### src/rtl/mdu_seq_div_pkg.sv
// Shared MDU package: op-select codes, divider state encoding and width.
// Imported by the execute-stage multiply/divide logic.
package mdu_seq_div_pkg;

    localparam int DIV_WIDTH = 32;

    localparam logic [2:0] MDU_OP_NONE  = 3'd0;
    localparam logic [2:0] MDU_OP_MULT  = 3'd1;
    localparam logic [2:0] MDU_OP_MULTU = 3'd2;
    localparam logic [2:0] MDU_OP_DIV   = 3'd3;
    localparam logic [2:0] MDU_OP_DIVU  = 3'd4;

    localparam logic [2:0] S_IDLE = 3'd0;
    localparam logic [2:0] S_PREP = 3'd1;
    localparam logic [2:0] S_ITER = 3'd2;
    localparam logic [2:0] S_FIX  = 3'd3;
    localparam logic [2:0] S_DONE = 3'd4;

endpackage

### src/rtl/mdu_seq_div.sv
// Iterative radix-2 restoring divider, signed/unsigned, truncating quotient.
// Fixed latency: Start edge E, Done visible after edge E+WIDTH+2.
import mdu_seq_div_pkg::*;

module mdu_seq_div #(
    parameter int WIDTH = DIV_WIDTH
) (
    input  logic             Clk,
    input  logic             Rst,
    input  logic             Start,
    input  logic             Signed,
    input  logic [WIDTH-1:0] Dividend,
    input  logic [WIDTH-1:0] Divisor,
    input  logic             Cancel,
    output logic             Busy,
    output logic             Done,
    output logic [WIDTH-1:0] Quotient,
    output logic [WIDTH-1:0] Remainder
);

    localparam int CW = (WIDTH > 1) ? $clog2(WIDTH) : 1;

    logic [2:0]       state;
    logic [2:0]       state_nxt;
    logic [CW-1:0]    cnt;

    logic             op_signed;
    logic [WIDTH-1:0] op_dvd;
    logic [WIDTH-1:0] op_dvs;

    logic             neg_q;
    logic             neg_r;
    logic             dvs_zero;
    logic [WIDTH-1:0] dvs_mag;
    logic [WIDTH-1:0] quo;
    logic [WIDTH:0]   rem;

    logic [WIDTH-1:0] q_reg;
    logic [WIDTH-1:0] r_reg;

    logic             accept;
    logic             dvd_neg;
    logic             dvs_neg;
    logic [WIDTH-1:0] dvd_abs;
    logic [WIDTH-1:0] dvs_abs;
    logic [WIDTH+1:0] rem_sh;
    logic [WIDTH+1:0] trial;
    logic             borrow;

    // A new request is taken only when idle or presenting a result.
    always_comb begin
        accept = Start & ~Cancel & ((state == S_IDLE) | (state == S_DONE));
    end

    // Sequencer next state; Cancel overrides everything, including Start.
    always_comb begin
        state_nxt = state;
        if (Cancel) begin
            state_nxt = S_IDLE;
        end else begin
            case (state)
                S_IDLE: if (Start) state_nxt = S_PREP;
                S_PREP: state_nxt = S_ITER;
                S_ITER: if (cnt == '0) state_nxt = S_FIX;
                S_FIX:  state_nxt = S_DONE;
                S_DONE: state_nxt = Start ? S_PREP : S_IDLE;
                default: state_nxt = S_IDLE;
            endcase
        end
    end

    // Operand signs and magnitudes for the unsigned core.
    always_comb begin
        dvd_neg = op_signed & op_dvd[WIDTH-1];
        dvs_neg = op_signed & op_dvs[WIDTH-1];
        dvd_abs = dvd_neg ? (~op_dvd + 1'b1) : op_dvd;
        dvs_abs = dvs_neg ? (~op_dvs + 1'b1) : op_dvs;
    end

    // One shift/trial-subtract step; the top bit of trial is the borrow.
    always_comb begin
        rem_sh = {rem, quo[WIDTH-1]};
        trial  = rem_sh - {2'b00, dvs_mag};
        borrow = trial[WIDTH+1];
    end

    // State register.
    always_ff @(posedge Clk) begin
        if (Rst) state <= S_IDLE;
        else     state <= state_nxt;
    end

    // Capture the request operands when it is accepted.
    always_ff @(posedge Clk) begin
        if (Rst) begin
            op_signed <= 1'b0;
            op_dvd    <= '0;
            op_dvs    <= '0;
        end else if (accept) begin
            op_signed <= Signed;
            op_dvd    <= Dividend;
            op_dvs    <= Divisor;
        end
    end

    // Magnitude setup in PREP, then one quotient bit per ITER cycle.
    always_ff @(posedge Clk) begin
        if (Rst) begin
            neg_q    <= 1'b0;
            neg_r    <= 1'b0;
            dvs_zero <= 1'b0;
            dvs_mag  <= '0;
            quo      <= '0;
            rem      <= '0;
            cnt      <= '0;
        end else if (state == S_PREP) begin
            neg_q    <= dvd_neg ^ dvs_neg;
            neg_r    <= dvd_neg;
            dvs_zero <= (op_dvs == '0);
            dvs_mag  <= dvs_abs;
            quo      <= dvd_abs;
            rem      <= '0;
            cnt      <= CW'(WIDTH - 1);
        end else if (state == S_ITER) begin
            rem <= borrow ? rem_sh[WIDTH:0] : trial[WIDTH:0];
            quo <= {quo[WIDTH-2:0], ~borrow};
            if (cnt != '0) cnt <= cnt - 1'b1;
        end
    end

    // Sign fix-up and result write; a zero divisor returns the raw dividend.
    always_ff @(posedge Clk) begin
        if (Rst) begin
            q_reg <= '0;
            r_reg <= '0;
        end else if ((state == S_FIX) && !Cancel) begin
            if (dvs_zero) begin
                q_reg <= '1;
                r_reg <= op_dvd;
            end else begin
                q_reg <= neg_q ? (~quo + 1'b1) : quo;
                r_reg <= neg_r ? (~rem[WIDTH-1:0] + 1'b1) : rem[WIDTH-1:0];
            end
        end
    end

    // Status and result outputs.
    always_comb begin
        Busy      = (state == S_PREP) | (state == S_ITER) | (state == S_FIX);
        Done      = (state == S_DONE);
        Quotient  = q_reg;
        Remainder = r_reg;
    end

endmodule

### config.mk
export PLATFORM = sky130hd
export DESIGN_NAME = mdu_seq_div
export DESIGN_NICKNAME = d
export VERILOG_FILES = /design/src/rtl/mdu_seq_div_pkg.sv /design/src/rtl/mdu_seq_div.sv
export SDC_FILE = /design/constraint.sdc
export NUM_CORES = 1
export LEC_CHECK = 0
export CORE_UTILIZATION = 55
export CTS_BUF_LIST = sky130_fd_sc_hd__clkbuf_8
export CTS_CLUSTER_SIZE = 12
export DETAILED_ROUTE_END_ITERATION = 8
export GPL_ROUTABILITY_DRIVEN = 0
export PLACE_DENSITY = 0.76
export SKIP_LAST_GASP = 1
export SLEW_MARGIN = 10
export SYNTH_ARGS = -nofsm -noshare
export SYNTH_HDL_FRONTEND = slang
export SYNTH_SLANG_ARGS = --single-unit
### constraint.sdc
create_clock -name Clk -period 5.5 [get_ports Clk]
set_input_delay 1.1 -clock Clk [delete_from_list [all_inputs] [get_ports Clk]]
set_output_delay 1.1 -clock Clk [all_outputs]
set_load 0.005 [all_outputs]
==> impl_metrics.json <==
{
  "status": "finished, final reports clean",
  "critPathCaptureType": "flop",
  "power.switching_w": 0.00133,
  "cts.htree.levels": 2,
  "timing.rr.start": "rem[7]",
  "cts_hold_buf": 0,
  "syn_area_um2": 13700,
  "min_path_cells": 2,
  "tightest_slew_ps": 1050,
  "crit_required_ps": 5960,
  "antennaDiodeCount": 0,
  "fmax_mhz": 269,
  "start_util_pct": 56.2,
  "rsz0062_at_grt": "no",
  "core.rowCount": 57,
  "yosys.cell_types.count": 64,
  "crit_type": "reg -> reg",
  "postCtsSetupBuffers": 0,
  "intPower_w": 0.00297,
  "arrival_ps": 4170,
  "clockBufferDepth": 3,
  "gr-total-overflow": 0,
  "fin_crit_ps": 3710,
  "post_drt_wl_per_cell_um": 17.7,
  "rr_endpoint": "rem[26]",
  "whs_ps": 452,
  "critPathSlowestCell": "and3_1",
  "setup-tns-final_ps": 0,
  "synth.area.top_cells": "dfxtp_1 (35%), nand2_1 (9.4%), a21oi_1 (6.6%)",
  "synth_warnings": 0,
  "yosysTopAreaCell": "dfxtp_1",
  "reg2regPathDepth": 9,
  "grt_antenna_before_repair": 0,
  "yosysMostFrequentCell": "nand2_1",
  "synth.top_cells.by_count": "nand2_1 (344), dfxtp_1 (237), a21oi_1 (180), nor2_1 (166), o21ai_0 (114)",
  "dr_total_vias": 13375,
  "cts_sinks": 237,
  "grt_pass1_wl_um": 63900,
  "async_flop_share_pct": 0,
  "ios": 135,
  "chipWidth_um": 160,
  "cts_root_buffer": "clkbuf_8",
  "synth-edff-count": 0,
  "clk_pin_slew_worst_paths_ps": 60,
  "drtPass1Iterations": 5,
  "period_share_pct": 67.5,
  "synthCells": 1833,
  "max_slew_margin_pct": 30.0,
  "power_frac_comb_pct": 20.6,
  "synth_fa_ha_area_share_pct": 3.62,
  "numCtsBuffers": 42,
  "coreArea_um2": 24400,
  "vdd_drop_max_v": 0.000149,
  "synthMuxAreaShare_pct": 1.86,
  "drive_above_1_share_pct": 4.94,
  "num-nets-final": 2007,
  "grt_usage_pct": 30.7,
  "yosysSeqAreaShare_pct": 34.6,
  "clk_latency_ps": 550,
  "synth_ff_type": "dfxtp_1",
  "fin_skew_ps": 22.5,
  "portBuffers": 134,
  "drt_wl_total_um": 39900,
  "avgSynthCellArea_um2": 7.48,
  "syn_nets": 1941,
  "syn_to_final_growth_pct": 15.6,
  "min_from": "Remainder[28]",
  "reg2reg_slack_ps": 1790,
  "hp-class": "reg -> reg",
  "cp-start-kind": "flop",
  "setup-violations-final": 0,
  "p_per_area_nw_per_um2": 271,
  "drv_slew": 0,
  "grt_max_degree": 142,
  "vias_per_cell": 5.95,
  "cts_tree": "built",
  "critPathMaxStageDelay_ps": 670,
  "synthSimpleGateAreaFrac_pct": 22.3,
  "maxCapViolCount": 0,
  "die_h_um": 160,
  "postRouteAntennaNets": 0,
  "synth_seq_cells": 237,
  "synth-compound-area-share_pct": 22.9,
  "yosysTopAreaCellShare_pct": 34.6,
  "critPathMaxFanout": 14,
  "leakagePower_nw": 5.96,
  "crit_path_cell_trace": "ha_1 > a211oi_1 > o221ai_1 > o31a_1 > o211ai_1 > and3_1 > buf_4 > nand3_1 > o211ai_1",
  "power.share.clock_pct": 36.1,
  "swShare_pct": 31.0,
  "first_global_vias": 12486,
  "first_iter_violations": 1117,
  "final_hold_viol_count": 0,
  "remaining_drc_errors": 0,
  "die_area_um2": 25600,
  "hold_end": "Remainder[28]",
  "cts_resized": 0,
  "cpMostUsedCell": "o211ai_1",
  "synth_xor_area_share_pct": 9.33,
  "hpwl_um": 28300,
  "synth_top_family_by_area": "compound AO/OA/AOI/OAI gates",
  "pwr-share-seq_pct": 43.3
}
[cell usage in the layout (no fill, tap or decap), drive strengths merged, types with 5 or more instances in the layout]
master,n
or2,5
o2111ai,5
o21a,9
nand2,344
a311oi,33
buf,14
xor2,76
nor3,36
ha,38
o31ai,24
and2,5
a31oi,15
xnor2,70
nand3b,7
mux2i,24
dfxtp,237
o211ai,9
nor4,15
inv,76
or3,24
o41ai,11
or4,19
nand2b,9
o22ai,25
clkdlybuf4s50,133
nor2b,6
a21oi,181
and3,11
a211oi,44
nor2,166
a21o,16
clkbuf,51
nand4,17
nand3,23
o21ai,118
[power groups by stage]
stage / Combinational (W) / Clock (W) / Sequential, W
2_1_floorplan: 0.000668 / 0 / 0.00186
3_3_place_gp: 0.000858 / 0 / 0.00189
3_5_place_dp: 0.000867 / 0 / 0.00190
4_1_cts: 0.000872 / 0.00157 / 0.00186
5_1_grt: 0.000964 / 0.00166 / 0.00187
6_report: 0.000888 / 0.00155 / 0.00186
[logic make-up (layout without fill, tap and decap cells)]
kind of cell               Yosys count  count (layout)
AOI/OAI and AO/OA                  508             508
xor gates and xnor gates           146             146
adders and majority gates           39              39
buffers and inverters              186             277
DFF                                237             237
muxes                               25              25
and+or+nand+nor                    692             692
[sequential cells by signal, indices dropped and copies added, names as in the netlist, 3 cells and up]
name       cells
op_dvd        32
quo           32
state          3
Quotient      32
cnt            5
dvs_mag       32
rem           33
op_dvs        32
Remainder     32
[worst max-delay path by stage]
stage / to / slack [ps] / from
global placement: rem[28] / 2030 / rem[7]
floorplan: rem[10] / 2620 / rem[25]
finish: rem[26] / 1790 / rem[7]
CTS: rem[26] / 1860 / rem[7]
global route: rem[26] / 1600 / rem[3]
detailed placement: rem[28] / 1880 / rem[3]
[critical path, delay by kind of cell, from the launching register on]
family / cells / cell delay, ps
AOI/OAI and AO/OA: 5 / 1560
adders and majority gates: 1 / 360
buffers and inverters: 1 / 380
DFF: 1 / 450
and+or+nand+nor: 2 / 860
[metrics by stage]
step	utilization (%)	instance area [µm²]	total power [W]	setup WS [ps]	instances
6_report	65.0	15900	0.00430	1790	2248
3_5_place_dp	61.8	15100	0.00276	1880	2179
4_1_cts	65.0	15900	0.00430	1860	2248
5_1_grt	65.0	15900	0.00449	1600	2248
3_3_place_gp	61.8	15100	0.00275	2030	2179
2_1_floorplan	-	13700	0.00253	2620	1833
[per-layer routing]
layer / vias to the layer above / share of wire, % / track usage, %
met1: 6205 / 42 / 39.2
li1: 6554 / - / -
met5: - / 0 / 0
met2: 515 / 46 / 50.2
met4: 0 / 4.9 / 16.5
met3: 101 / 6.7 / 4.29
[layout make-up]
class                   instances  area, µm²
well taps                     324        405
clock inverters                18       81.3
fillers                      2153       8540
multi-input cells            1410       8250
clock buffers                  51        702
repair buffers                147       1440
flip-flops and latches        237       4750
inverters                      61        229
(Power assumes the default switching activity.)
